<file path="src/rtl/ether_pkg.sv">
// Shared types, CRC-32 constants and line-symbol helpers for the Ethernet
// receive path.
package ether_pkg;

  typedef enum logic [1:0] {
    IDLE,
    PREAMBLE,
    DATA,
    DROP
  } rx_state_t;

  localparam logic [31:0] CRC_POLY    = 32'hEDB88320;
  localparam logic [31:0] CRC_INIT    = 32'hFFFFFFFF;
  localparam logic [31:0] CRC_RESIDUE = 32'hDEBB20E3;

  // n/2 copies of 2'b01, right-aligned in a byte
  function automatic logic [7:0] pre_sym(input int unsigned n);
    logic [15:0] mask;
    mask = (16'h1 << n) - 16'h1;
    return 8'h55 & 8'(mask);
  endfunction

  // Preamble pattern with the top bit set: 11 / 1101 / 11010101
  function automatic logic [7:0] sfd_sym(input int unsigned n);
    logic [15:0] top;
    top = 16'h1 << (n - 1);
    return pre_sym(n) | 8'(top);
  endfunction

endpackage

</file>
<file path="src/rtl/crc32_byte.sv">
// Combinational reflected CRC-32 step: advances a CRC state by one byte,
// least significant bit first.
module crc32_byte
  import ether_pkg::*;
(
  input  logic [31:0] crc_in,
  input  logic [7:0]  data,
  output logic [31:0] crc_out
);

  always_comb begin
    logic [31:0] c;
    c = crc_in ^ {24'h0, data};
    for (int i = 0; i < 8; i++) begin
      c = c[0] ? ((c >> 1) ^ CRC_POLY) : (c >> 1);
    end
    crc_out = c;
  end

endmodule

</file>
<file path="src/rtl/ether_rx_framer.sv">
// RMII-style receive framer: validates preamble/SFD, packs N-bit symbols into
// bytes, checks the trailing FCS and reports per-frame status.
module ether_rx_framer
  import ether_pkg::*;
#(
  parameter int unsigned N         = 4,
  parameter int unsigned PRE_MIN   = 7,
  parameter int unsigned MAX_BYTES = 1522
) (
  input  logic         clk,
  input  logic         rst,
  input  logic [N-1:0] rxd,
  input  logic         crsdv,
  output logic         axiov,
  output logic [7:0]   axiod,
  output logic         frame_done,
  output logic         crc_ok,
  output logic         err_align,
  output logic         err_len
);

  localparam int unsigned SPB = 8 / N;
  localparam int unsigned BCW = $clog2(MAX_BYTES + 1);
  localparam logic [N-1:0] PRE_SYM = N'(pre_sym(N));
  localparam logic [N-1:0] SFD_SYM = N'(sfd_sym(N));

  rx_state_t      state, state_n;
  logic [7:0]     pre_cnt, pre_cnt_n;
  logic [1:0]     sym_cnt, sym_cnt_n;
  logic [BCW-1:0] byte_cnt, byte_cnt_n;
  logic [7:0]     shreg, shreg_n;
  logic [31:0]    crc, crc_n, crc_upd;
  logic           axiov_n, frame_done_n, crc_ok_n, err_align_n, err_len_n;
  logic [7:0]     axiod_n;
  logic [7:0]     byte_c;
  logic           byte_done_c;

  // New symbols enter at the top so the first symbol of a byte ends up in the LSBs
  assign byte_c      = (shreg >> N) | (8'(rxd) << (8 - N));
  assign byte_done_c = (sym_cnt == 2'(SPB - 1));

  crc32_byte u_crc (
    .crc_in  (crc),
    .data    (byte_c),
    .crc_out (crc_upd)
  );

  always_ff @(posedge clk) begin
    if (rst) begin
      state      <= IDLE;
      pre_cnt    <= '0;
      sym_cnt    <= '0;
      byte_cnt   <= '0;
      shreg      <= '0;
      crc        <= '0;
      axiov      <= 1'b0;
      axiod      <= '0;
      frame_done <= 1'b0;
      crc_ok     <= 1'b0;
      err_align  <= 1'b0;
      err_len    <= 1'b0;
    end else begin
      state      <= state_n;
      pre_cnt    <= pre_cnt_n;
      sym_cnt    <= sym_cnt_n;
      byte_cnt   <= byte_cnt_n;
      shreg      <= shreg_n;
      crc        <= crc_n;
      axiov      <= axiov_n;
      axiod      <= axiod_n;
      frame_done <= frame_done_n;
      crc_ok     <= crc_ok_n;
      err_align  <= err_align_n;
      err_len    <= err_len_n;
    end
  end

  always_comb begin
    state_n      = state;
    pre_cnt_n    = pre_cnt;
    sym_cnt_n    = sym_cnt;
    byte_cnt_n   = byte_cnt;
    shreg_n      = shreg;
    crc_n        = crc;
    axiov_n      = 1'b0;
    axiod_n      = axiod;
    frame_done_n = 1'b0;
    crc_ok_n     = 1'b0;
    err_align_n  = 1'b0;
    err_len_n    = 1'b0;

    unique case (state)
      IDLE: begin
        if (crsdv) begin
          if (rxd == PRE_SYM) begin
            state_n   = PREAMBLE;
            pre_cnt_n = 8'd1;
          end else begin
            state_n = DROP;
          end
        end
      end
      PREAMBLE: begin
        if (!crsdv) begin
          state_n = IDLE;
        end else if (rxd == PRE_SYM) begin
          if (pre_cnt != 8'hFF) pre_cnt_n = pre_cnt + 8'd1;
        end else if (rxd == SFD_SYM && pre_cnt >= 8'(PRE_MIN)) begin
          state_n    = DATA;
          sym_cnt_n  = '0;
          byte_cnt_n = '0;
          crc_n      = CRC_INIT;
        end else begin
          state_n = DROP;
        end
      end
      DATA: begin
        if (crsdv) begin
          shreg_n = byte_c;
          if (byte_done_c) begin
            sym_cnt_n = '0;
            // One byte past the limit ends the frame without emitting that byte
            if (byte_cnt == BCW'(MAX_BYTES)) begin
              frame_done_n = 1'b1;
              err_len_n    = 1'b1;
              state_n      = DROP;
            end else begin
              axiov_n    = 1'b1;
              axiod_n    = byte_c;
              crc_n      = crc_upd;
              byte_cnt_n = byte_cnt + BCW'(1);
            end
          end else begin
            sym_cnt_n = sym_cnt + 2'd1;
          end
        end else begin
          frame_done_n = 1'b1;
          crc_ok_n     = (crc == CRC_RESIDUE) && (sym_cnt == 2'd0);
          err_align_n  = (sym_cnt != 2'd0);
          state_n      = IDLE;
        end
      end
      DROP: begin
        if (!crsdv) state_n = IDLE;
      end
      default: state_n = IDLE;
    endcase
  end

endmodule

</file>
<file path="config.mk">
export PLATFORM = sky130hd
export DESIGN_NAME = ether_rx_framer
export DESIGN_NICKNAME = d
export VERILOG_FILES = /design/src/rtl/ether_pkg.sv /design/src/rtl/crc32_byte.sv /design/src/rtl/ether_rx_framer.sv
export SDC_FILE = /design/constraint.sdc
export NUM_CORES = 1
export LEC_CHECK = 0
export BUFFER_PORTS_ARGS = -buffer_cell sky130_fd_sc_hd__buf_4
export CAP_MARGIN = 20
export CORE_MARGIN = 5
export CORE_UTILIZATION = 45
export CTS_CLUSTER_DIAMETER = 200
export DETAILED_ROUTE_END_ITERATION = 10
export PLACE_DENSITY = 0.67
export SLEW_MARGIN = 20
export SYNTH_ARGS = -nofsm -noshare
export SYNTH_HDL_FRONTEND = slang
export SYNTH_HIERARCHICAL = 1
export SYNTH_SLANG_ARGS = --single-unit
</file>
<file path="constraint.sdc">
create_clock -name clk -period 2.1 [get_ports clk]
set_input_delay 0.105 -clock clk [delete_from_list [all_inputs] [get_ports clk]]
set_output_delay 0.105 -clock clk [all_outputs]
set_load 0.03 [all_outputs]
</file>
# Yosys cells after proc, flatten, opt, wreduce, memory -nomap -nowiden
# Index checks and enable logic that the tools add are counted.
[totals]
word_cells = 118
regBits = 76
output_inout_bits = 13
in_bits = 7
[op_classes]
add_sub_neg = 3
eq_ne = 23
mux = 48
magnitude_cmp = 1
n_reduce_logical = 17
n_bitwise = 14
[op_table]
columns = ["operator", "count"]
rows = [
  ["$mux W32", 14],
  ["$not A13 Y14", 8],
  ["$mux W11", 6],
  ["$pmux W32 S2", 1],
  ["$mux W8", 5],
  ["$eq A32 B32 Y1 const B", 1],
  ["$xor A32 B8 Y32", 1],
  ["$mux W2", 13],
  ["$ne A2 B2 Y1 const B", 11],
  ["$pmux W11 S2", 1],
  ["$pmux W8 S2", 1],
  ["$add A11 B1 Y11 const B", 1],
  ["$eq A11 B11 Y1 const B", 1],
  ["$reduce_and A5 Y1", 2],
  ["$ne A3 B3 Y1 const B", 3],
  ["$add A8 B1 Y8 const B", 1],
  ["$ge A8 B3 Y1 const B", 1],
  ["$ne A8 B8 Y1 const B", 1],
  ["$or A4 B8 Y8", 1],
  ["$pmux W2 S4", 1],
  ["$reduce_and A7 Y1", 1],
  ["$reduce_and A6 Y1", 1],
  ["$reduce_bool A2 Y1", 3],
  ["$reduce_or A3 Y1", 2],
  ["other kinds (14)", 25],
]

# Longest topological paths before layout
# Gate-level depths: netlist of run 1.
[logic_depth]
ltp_word = 22
depth_mapped = 9
depth_no_buf = 7

# Cells and area by module
# Netlist of run 1, hierarchy kept.
[modules_own_cells]
columns = ["module", "cells_each", "seq_area_each_um2", "area_each_um2", "n_inst"]
rows = [
  ["ether_rx_framer", 371, 1441.4, 3154.3, 1],
  ["crc32_byte", 66, 0.0, 960.9, 1],
]

# Worst setup path before layout of run 1
# OpenSTA, ideal clock, no wires.
[synth_timing]
path_kind = "register to register"
from = "reg shreg[4]"
to = "reg crc[25]"
synth_period_minus_slack_ns = 1.926
setup_time_ns = 0.134
path_slack_ns = 0.174
arrival_time_ns = 1.793
path_buffers = 0
required_time_ns = 1.966
stages_incl_launch_ff = 6
cell_sequence = "dfxtp_1 > xor2_2 > xnor3_2 > xnor3_4 > nor2_1 > a211oi_1"
[synth_between]
elab_chain_cells = 14
[synth_lines]
columns = ["element", "line_no", "text"]
rows = [
  ["from (decl)", "ether_rx_framer.sv:31", "logic [7:0] shreg, shreg_n;"],
  ["from (signal assigned)", "ether_rx_framer.sv:67", "shreg <= shreg_n;"],
  ["$or A4 B8 Y8", "ether_rx_framer.sv:39", "assign byte_c = (shreg >> N) | (8'(rxd) << (8 - N));"],
  ["$xor A32 B8 Y32", "crc32_byte.sv:13", "c = crc_in ^ {24'h0, data};"],
  ["$mux W32 (8 in a row)", "crc32_byte.sv:15", "c = c[0] ? ((c >> 1) ^ CRC_POLY) : (c >> 1);"],
  ["named net crc_upd[25]", "ether_rx_framer.sv:32", "logic [31:0] crc, crc_n, crc_upd;"],
  ["$mux W32", "ether_rx_framer.sv:123", "if (byte_cnt == BCW'(MAX_BYTES)) begin"],
  ["$mux W32", "ether_rx_framer.sv:120", "if (byte_done_c) begin"],
  ["$mux W32", "ether_rx_framer.sv:118", "if (crsdv) begin"],
  ["$pmux W32 S2", "ether_rx_framer.sv:92", "unique case (state)"],
  ["to (signal assigned)", "ether_rx_framer.sv:68", "crc <= crc_n;"],
  ["to (decl)", "ether_rx_framer.sv:32", ""],
]
# The timed path passes the listed nets, and every way through them passes these cells. The select of a mux whose other input is x is not followed.
# A chain may end at the register's enable or synchronous reset.

# Worst setup path after layout of run 1
[layout_timing]
from = "reg crc[0]"
to = "reg crc[25]"
[layout_between]
elab_chain_cells = 13
[layout_lines]
columns = ["element", "line_no"]
rows = [
  ["$xor A32 B8 Y32", "crc32_byte.sv:13"],
  ["$mux W32 (8 in a row)", "crc32_byte.sv:15"],
  ["named net crc_upd[25]", "ether_rx_framer.sv:32"],
  ["$mux W32", "ether_rx_framer.sv:123"],
  ["$mux W32", "ether_rx_framer.sv:120"],
  ["$mux W32", "ether_rx_framer.sv:118"],
  ["$pmux W32 S2", "ether_rx_framer.sv:92"],
]
# The timed path passes the listed nets, and every way through them passes these cells. The select of a mux whose other input is x is not followed.

==> results list, run 1 <==
- Critical path's largest stage delay: ~0.54 ns
* Count of mapped cells out of synthesis: between 400 and 500
- Max capacitance violation total: 0
* Growth of design area from synthesis to finish: 11.77%
- Slew Limit Headroom: between 50% and 60%
* Most used flip-flop cell after synthesis: sky130_fd_sc_hd__dfxtp_1
* CTS H-Tree Depth: 3
* Master cell of the clock root buffer: sky130_fd_sc_hd__clkbuf_8
- Ys async rst share: 0%
- Number of buffers added on ports: 19
- Critical path cell sequence: xor2_2 > xnor3_2 > xnor3_4 > nor2_1 > a211oi_1
- Portion of the post-synthesis area used by sequential elements: about a third
* Global-route wire length before repair: roughly 16 mm
* Avg Vias per Cell: 5.672
- Startpoint type of the worst setup path: flip-flop
* Worst-Skew Late Latency: ~0.35 ns
- Share of total power in the clock network: between 30% and 40%
* All-layer global routing usage: 17.93%
* Fill cells: approximately 800
- Number of DRC violations after detailed routing: 0
* Clock transition at the register clock pins on the worst setup and hold paths after CTS: 0.08 ns
- Summing all multi-input logic gate instances after layout gives around 0.0025 mm².
- After routing the design area is 0.004599 mm².
- Of the cells placed in the final design, the portion with a size suffix greater than 1 is about 17%.
* Total Power Consumption: about 2.9 mW
- Worst Path Class, Setup: reg -> reg
- In this run the count of I/O pins placed on the die edge is 20.
* Result of the run: completed
* Number of nets with antenna violations after routing: 0
* Antenna violations before repair: 0
- Final design utilization: 52.23%
* Die Wd: about 110 µm
* Antenna diodes: 0
- In this run the worst hold path is classified as in -> reg.
- Yosys mapped the design onto 49 distinct sky130hd cell types.
* Data arrival time of the critical path: about 2.2 ns
* Pin count of the biggest net entering global routing: between 50 and 60
- Core area: just under 0.009 mm²
- Dividing the detail-routed wire length by the instance count gives about 17 µm.
* Pleak: 1.801 nW
- Combinational cells account for between 10% and 20% of the total power.
* Number of clock sinks: 72
* Total number of nets in the final design: between 400 and 500
* DIE AREA: between 0.01 and 0.015 mm²
- Dpl cell area: 0.004377 mm²
- After synthesis, the mean cell area works out to between 9 and 10 µm².
- Static timing analysis puts the maximum clock frequency at 507.3 MHz.
- Count of warnings emitted by yosys: 6
* Total negative slack: 0 ns
- Net switching power: 0.7830 mW
- Final setup skew: 0.01388 ns
- Registers are responsible for about half of the overall power.
* Final estimated routing congestion in global placement: roughly 0.82
- Estimated wirelength of the detail-placed design: 6.452 mm
* Largest fanout on the critical path: 5
- Setup violations remaining at the end of the flow were counted as 0.
- Setup repair after global routing left no endpoint under its margin.
- Total detailed-routing wirelength: between 9 and 10 mm
- Before antenna repair, the detailed router went through 4 iterations.
- Clock tree from TritonCTS: yes
- The via count of the first global-routing pass was between 3000 and 4000.
- The synthesized design contains 72 register bits.
- The longest clock path from root to sink contains 2 buffers.
- Sw frac: roughly 27%
* Vias: 3250
- STA classifies the critical path endpoint as a flip-flop.
* Pins over their slew limit: 0
- The clock period could shrink to approximately 2.0 ns.
- Slowest cell on the critical path: sky130_fd_sc_hd__xnor3_2
- The worst path uses 93.87% of the clock period.
- Post-synthesis instance area: roughly 0.0041 mm²
* Power Internal: about 2.1 mW
- Required @ worst endpoint: between 2 and 2.5 ns
- At the pin with the least slew margin, the transition time is 0.6316 ns.
- DR iter-0 viols: 170
- The number of hold-slack violations in the final timing report is 0.
* Number of flops mapped to enable cells by yosys: 0
- After global routing the overflow that remains totals 0.
* Power Dens Cells: 624.7 mW/mm²
* Overall die height: approximately 110 µm
- Syn_nets: 447
- The floorplan has 34 rows.
- IR analysis of the VDD net gives a maximum drop of 285.2 µV.
* Initial core utilization: a little under half
- Total area of sequential cells: around 0.0014 mm²
* Total clock buffers created by CTS: 9
==> power groups by stage <==
stage               sequential [mW]  combinational [mW]  clock, mW
floorplan                      1.42               0.354          0
global placement               1.42               0.460          0
detailed placement             1.42               0.461          0
CTS                            1.39               0.463       1.05
global route                   1.40               0.501       1.10
finish                         1.39               0.468       1.01
==> metal layers <==
layer  up-vias  track usage, %  share of wire (%)
li1       1598               -                  -
met5         -               0                  0
met1      1559           24.45                 47
met4         0           4.995                1.3
met3        12           4.401                4.8
met2        81           28.46                 47
==> path summary, 6_finish.rpt <==
check	slack (ns)	startpoint	to	depth (start not counted)
max	0.13	crc[0]$_SDFFE_PP0P_	crc[25]$_SDFFE_PP0P_	5
min reg2reg	0.46	axiod[3]$_SDFFE_PP0P_	axiod[3]$_SDFFE_PP0P_	2
min	0.04	crsdv	err_align$_SDFF_PP0_	2
max reg2reg	0.13	crc[0]$_SDFFE_PP0P_	crc[25]$_SDFFE_PP0P_	5
==> cells in the final DEF, fill, tap and decap left out, types with 4 or more instances in the layout <==
master                       n
sky130_fd_sc_hd__clkbuf_8   10
sky130_fd_sc_hd__xor3_1      4
sky130_fd_sc_hd__a21oi_1    15
sky130_fd_sc_hd__dfxtp_1    71
sky130_fd_sc_hd__xnor3_4     4
sky130_fd_sc_hd__a211oi_1   33
sky130_fd_sc_hd__mux2i_1    11
sky130_fd_sc_hd__nand4_1     5
sky130_fd_sc_hd__inv_1       7
sky130_fd_sc_hd__xnor3_1    10
sky130_fd_sc_hd__o2111ai_1   4
sky130_fd_sc_hd__nand2_1    37
sky130_fd_sc_hd__nand4b_1    4
sky130_fd_sc_hd__xnor2_1    37
sky130_fd_sc_hd__nor2_1     51
sky130_fd_sc_hd__buf_4      38
sky130_fd_sc_hd__nand2b_1    8
sky130_fd_sc_hd__nor3_1     39
sky130_fd_sc_hd__nand3_1    12
sky130_fd_sc_hd__xnor2_2     7
==> cells in the mapped netlist, drive strengths merged, types with 5 or more instances <==
cell type	n	area (µm²)
a211oi	33	247.7
dfxtp	72	1441
nand2b	8	50.05
inv	8	30.03
nor3	39	195.2
clkbuf	12	46.29
mux2i	11	110.1
buf	17	112.6
xnor3	16	377.9
and3	5	41.29
nand4	5	31.28
a21oi	15	75.07
nor2	51	191.4
xnor2	46	485.5
nand3	12	60.06
nand2	37	138.9
==> registers in the layout, indices dropped and copies added, names as in the netlist <==
| signal | cells |
|---|---|
| pre_cnt | 8 |
| sym_cnt | 2 |
| shreg | 4 |
| crc_ok | 1 |
| frame_done | 1 |
| axiov | 1 |
| byte_cnt | 11 |
| err_align | 1 |
| axiod | 8 |
| state | 2 |
| crc | 32 |
| err_len | 1 |
==> critical path, delay by kind of cell, from the launching register on <==
family	cells	cell delay, ns
compound gates	1	0.08
xor+xnor	3	1.19
flops	1	0.45
simple gates	1	0.12
==> metrics by stage <==
stage	setup WS (ns)	hold slack, ns	instances
2_1_floorplan	0.1737	0.2336	437
3_3_place_gp	0.1464	0.3867	554
3_5_place_dp	0.1012	0.3875	554
4_1_cts	0.07740	0.01997	570
5_1_grt	0.01954	0.03586	573
6_report	0.1287	0.03988	573
==> kinds of logic after synthesis <==
| logic type | after synthesis | share of synthesized area [%] |
|---|---|---|
| simple gates | 177 | 21.04 |
| flops | 72 | 35.03 |
| xor+xnor | 70 | 24.32 |
| compound gates | 67 | 11.43 |
| buf+inv | 37 | 4.591 |
| mux | 11 | 2.676 |
| fa+ha+maj | 3 | 0.9122 |
==> cell type report <==
| type | count | area share, % |
|---|---|---|
| multi-input cells | 330 | 54.62 |
| repair buffers | 39 | 6.447 |
| clock buffers | 10 | 2.992 |
| flip-flops and latches | 72 | 31.37 |
| inverters | 8 | 0.6529 |
| clock inverters | 6 | 0.9793 |
| well taps | 108 | 2.938 |
==> timing repair <==
| action | 4_1_cts | 5_1_grt |
|---|---|---|
| gates resized for setup | 0 | 5 |
| hold buffers | 0 | 0 |
| endpoints found under the setup margin | 0 | 15 |
| buffers inserted | 0 | 1 |
Note: power is estimated with default switching activity, not from simulation.
==> run 2: changes to the inputs <==
--- a/config.mk
+++ b/config.mk
@@ -5,15 +5,15 @@
 export SDC_FILE = /design/constraint.sdc
 export NUM_CORES = 1
 export LEC_CHECK = 0
+export ABC_AREA = 1
 export BUFFER_PORTS_ARGS = -buffer_cell sky130_fd_sc_hd__buf_4
 export CAP_MARGIN = 20
 export CORE_MARGIN = 5
 export CORE_UTILIZATION = 45
 export CTS_CLUSTER_DIAMETER = 200
 export DETAILED_ROUTE_END_ITERATION = 10
-export PLACE_DENSITY = 0.67
+export PLACE_DENSITY = 0.66
 export SLEW_MARGIN = 20
 export SYNTH_ARGS = -nofsm -noshare
 export SYNTH_HDL_FRONTEND = slang
-export SYNTH_HIERARCHICAL = 1
 export SYNTH_SLANG_ARGS = --single-unit
==> results list, run 2 <==
- Area occupied by multi-input gates: 0.002451 mm² (was 0.002512 mm²)
* Worst Path Class, Setup: reg -> reg (unchanged)
- The maximum vdd ir drop was 434.0 µV (was 285.2 µV).
- Total clock buffers created by CTS: 9 (unchanged)
* Number of ports placed on the die boundary: 20 (unchanged)
- Largest fanout on the critical path: 18 (was 5)
* Number of DRC violations after detailed routing: 0 (unchanged)
- Worst-Skew Late Latency: 0.35 ns (about the same)
- The via count normalized by instance count is 5.304 (was 5.672).
- Total number of nets in the final design: 673 (was 470)
- Reg2Reg Setup Slack: 0.20 ns (was 0.13 ns)
* Global-route wire length before repair: 18.51 mm (was 16.11 mm)
* Estimated wirelength of the detail-placed design: 8.180 mm (was 6.452 mm)
- Max reg flops: 32 (unchanged)
- Source of the critical timing path: byte_cnt[1]$_SDFFE_PP0P_ (was crc[0]$_SDFFE_PP0P_)
* Post-synth top area cell: sky130_fd_sc_hd__dfxtp_1 (unchanged)
- Finished Layout Cells: 779 (was 573)
- Commonest cells after routing, fill and taps aside: sky130_fd_sc_hd__nand2_1 (178), sky130_fd_sc_hd__nor2_1 (76), sky130_fd_sc_hd__dfxtp_1 (72) (was sky130_fd_sc_hd__dfxtp_1 (71), sky130_fd_sc_hd__nor2_1 (51), sky130_fd_sc_hd__nor3_1 (39)).
- The CTS tree is yes (unchanged).
* Top register by number of flip-flops: crc (unchanged)
- Count of warnings emitted by yosys: 0 (was 6)
- Total Power Consumption: 5.742 mW (was 2.873 mW)
* Number of buffers added on ports: 19 (unchanged)
- The max-capacitance violation count was 0 (unchanged).
- Min-delay worst type: in -> reg (unchanged)
* Core area: 0.009153 mm² (was 0.008806 mm²)
* Result of the run: completed (unchanged)
- Most used flip-flop cell after synthesis: sky130_fd_sc_hd__dfxtp_1 (unchanged)
* Dpl cell area: 0.004533 mm² (was 0.004377 mm²)
* Destination of the critical timing path: crc[16]$_SDFFE_PP0P_ (was crc[25]$_SDFFE_PP0P_)
- Minimum setup slack after placement: 0.08169 ns (was 0.1012 ns)
- Pin count of the biggest net entering global routing: 36 (was 57)
- Registers with the highest flip-flop counts: crc (32), byte_cnt (11) (unchanged)
* Syn_nets: 636 (was 447)
- The die extent in x is 106.4 µm (was 105.6 µm).
- The via count is 4132 (was 3250).
- The area occupied by registers is 0.001441 mm² (was 0.001443 mm²).
- The number of flops mapped to enable cells by yosys is 0 (unchanged).
- The power per standard cell area is 1205 mW/mm² (was 624.7 mW/mm²).
- The minimum clock period was 1.900 ns (was 1.971 ns).
- Antenna diodes: 0 (unchanged)
- The maximum clock path buffer count is 2 (unchanged).
* Post-synthesis instance area: 0.004184 mm² (was 0.004115 mm²)
- Pins over their slew limit: 0 (unchanged)
- The maximum clock frequency was 526.3 MHz (was 507.3 MHz).
- The initial antenna violation count came to 0 (unchanged).
* Number of failing hold endpoints at the final stage: 0 (unchanged)
- Fill cells: 916 (was 805)
- Share of final-layout standard cells stronger than drive strength 1: 12.13% (was 17.20%)
- Fraction of synthesized cell area taken by the top area cell type: 34.45% (was 35.03%)
* Cell with the most instances after synthesis: sky130_fd_sc_hd__nand2_1 (was sky130_fd_sc_hd__dfxtp_1)
* Detailed-routing iteration count for the pre-antenna-repair pass: 5 (was 4)
- The sink count of the clock tree was 72 (unchanged).
- Total congestion overflow: 0 (unchanged)
- The leakage power summed over all cells is 2.073 nW (was 1.801 nW).
- DP Cell Count: 762 (was 554)
- Required @ worst endpoint: 2.35 ns (was 2.31 ns)
- Top post-synthesis cells by area: sky130_fd_sc_hd__dfxtp_1 (34%), sky130_fd_sc_hd__nand2_1 (16%), sky130_fd_sc_hd__xor2_1 (9.4%) (was sky130_fd_sc_hd__dfxtp_1 (35%), sky130_fd_sc_hd__xnor2_1 (8.1%), sky130_fd_sc_hd__a211oi_1 (6.0%)).
- Avg Cell Area, Syn: 6.684 µm² (was 9.417 µm²)
* Data arrival time of the critical path: 2.15 ns (was 2.18 ns)
- The DRC marker count from the first detailed-route iteration was 322 (was 170).
* Growth of design area from synthesis to finish: 13.94% (was 11.77%)
- DIE AREA: 0.01133 mm² (was 0.01116 mm²)
- The total routing resource utilization after global routing is 20.37% (was 17.93%).
- The kind of start point of the critical path is a flip-flop (unchanged).
- Vias in the first global route: 3862 (was 3189)
- Critical path cell sequence: ha_1 > nand2_1 > nor3_1 > nand4_2 > a21oi_2 > nor2_4 > o21ai_0 > nor2_1 (was xor2_2 > xnor3_2 > xnor3_4 > nor2_1 > a211oi_1).
- The library cell contributing the largest single delay on the critical path is sky130_fd_sc_hd__dfxtp_1 (was sky130_fd_sc_hd__xnor3_2).
* Top cell types by occurrence after synthesis: sky130_fd_sc_hd__nand2_1 (179), sky130_fd_sc_hd__nor2_1 (76), sky130_fd_sc_hd__dfxtp_1 (72), sky130_fd_sc_hd__inv_1 (50), sky130_fd_sc_hd__xor2_1 (45) (was sky130_fd_sc_hd__dfxtp_1 (72), sky130_fd_sc_hd__nor2_1 (51), sky130_fd_sc_hd__nor3_1 (39), sky130_fd_sc_hd__xnor2_1 (38), sky130_fd_sc_hd__nand2_1 (37))
- Standard-cell rows: 35 (was 34)
- The fraction of the cycle the final worst path needs was 90.48% (was 93.87%).
* Slew Limit Headroom: 64.90% (was 57.89%)
- The remaining antenna violation count is 0 (unchanged).
* Final design utilization: 52.08% (was 52.23%)
- Depth of the worst register-to-register path: 8 (was 5)
* Count of distinct cell types in the synthesized netlist: 36 (was 49)
* Critical register-to-register path endpoint: crc[16]$_SDFFE_PP0P_ (was crc[25]$_SDFFE_PP0P_)
- Post-route cell area: 0.004767 mm² (was 0.004599 mm²)
- The number of hold buffers added after cts came to 0 (unchanged).
- Wirelength per Cell: 14.42 µm (was 17.25 µm)
* Portion of the post-synthesis area used by sequential elements: 34.45% (was 35.03%)
- Worst Setup Slack, final: 0.2000 ns (was 0.1287 ns)
- Worst flop-to-flop path startpoint: byte_cnt[1]$_SDFFE_PP0P_ (was crc[0]$_SDFFE_PP0P_)
- Ys async rst share: 0% (unchanged)
* Final setup skew: 0.007398 ns (was 0.01388 ns)
* Initial core utilization: 45.71% (was 46.73%)
* Worst setup EP type: flip-flop (unchanged)
* Total detailed-routing wirelength: 11.23 mm (was 9.883 mm)
- The number of levels the H-tree was split into was 3 (unchanged).
- Post-synthesis sequential element count: 72 (unchanged)
* Master cell of the clock root buffer: sky130_fd_sc_hd__clkbuf_8 (unchanged)
* Final estimated routing congestion in global placement: 0.9316 (was 0.8225)
- The worst stage delay on the critical path is 0.41 ns (was 0.54 ns).
- The cell count after synthesis is 626 (was 437).
* Clock transition at the register clock pins on the worst setup and hold paths after CTS: 0.08 ns (about the same)
- Setup repair after global routing missed its margin: true (was false)
* Final setup violating endpoints: 0 (unchanged)
- The most common cell after layout, fill and taps aside is sky130_fd_sc_hd__nand2_1 (was sky130_fd_sc_hd__dfxtp_1).
- Overall die height: 106.4 µm (was 105.6 µm)
- Slew at the pin closest to its max-slew limit: 0.5209 ns (was 0.6316 ns)
-- run 2: final cells by class --
| class | instances | share of cell area [%] |
|---|---|---|
| repair buffers | 41 | 6.719 |
| inverters | 52 | 4.094 |
| clock buffers | 9 | 2.598 |
| multi-input cells | 487 | 51.42 |
| flip-flops and latches | 72 | 30.24 |
| clock inverters | 7 | 2.021 |
| well taps | 111 | 2.913 |
-- run 2: worst min path at each step --
stage                start               endpoint  slack, ns  cells past startpoint
global placement    rxd[0]  shreg[4]$_SDFFE_PP0P_       0.43                      3
floorplan            crsdv     err_len$_SDFF_PP0_       0.26                      2
CTS                 rxd[0]  shreg[4]$_SDFFE_PP0P_       0.07                      3
detailed placement  rxd[0]  shreg[4]$_SDFFE_PP0P_       0.44                      3
finish              rxd[0]  shreg[4]$_SDFFE_PP0P_       0.08                      3
global route         crsdv     err_len$_SDFF_PP0_       0.08                      3
-- run 2: what timing repair did --
item | in CTS | in global routing
resized for setup | 0 | 2
setup buffers | 0 | 0
endpoints found under the setup margin | 0 | 36
-- run 2: critical path, delay by kind of cell (launching register included) --
kind / cells / cell delay (ns)
AOI/OAI and AO/OA: 2 / 0.55
adders and majority gates: 1 / 0.17
DFF: 1 / 0.41
and+or+nand+nor: 5 / 0.66
-- run 2: cell families (layout without fill, tap and decap cells) --
kind of cell,count (synthesis),in the layout,synth area share (%)
compound gates,92,92,11.81
xor+xnor,52,52,10.89
fa+ha+maj,3,3,0.8972
buf+inv,68,109,7.296
flops,72,72,34.45
simple gates,339,340,34.66
-- run 2: metrics by stage --
step	hold WS (ns)	setup TNS [ns]
after floorplan	0.2560	0
final	0.07660	0
after global routing	0.07802	-0.03154
after detailed placement	0.4413	0
after CTS	0.06931	0
after global placement	0.4285	0
-- run 2: report_power, final --
| group | total (mW) | switching, mW | internal (mW) | leakage, nW |
|---|---|---|---|---|
| Combinational | 2.77 | 1.79 | 0.982 | 1.39 |
| Clock | 1.22 | 0.556 | 0.668 | 0.101 |
| Sequential | 1.75 | 0.187 | 1.56 | 0.584 |
-- run 2: per-layer routing --
metal	global-route usage (%)	wire length [µm]	vias to the layer above
li1	-	-	2086
met1	26.50	5180	1898
met2	33.53	5227	127
met3	4.311	597	21
met4	6.941	229	0
met5	0	0	-
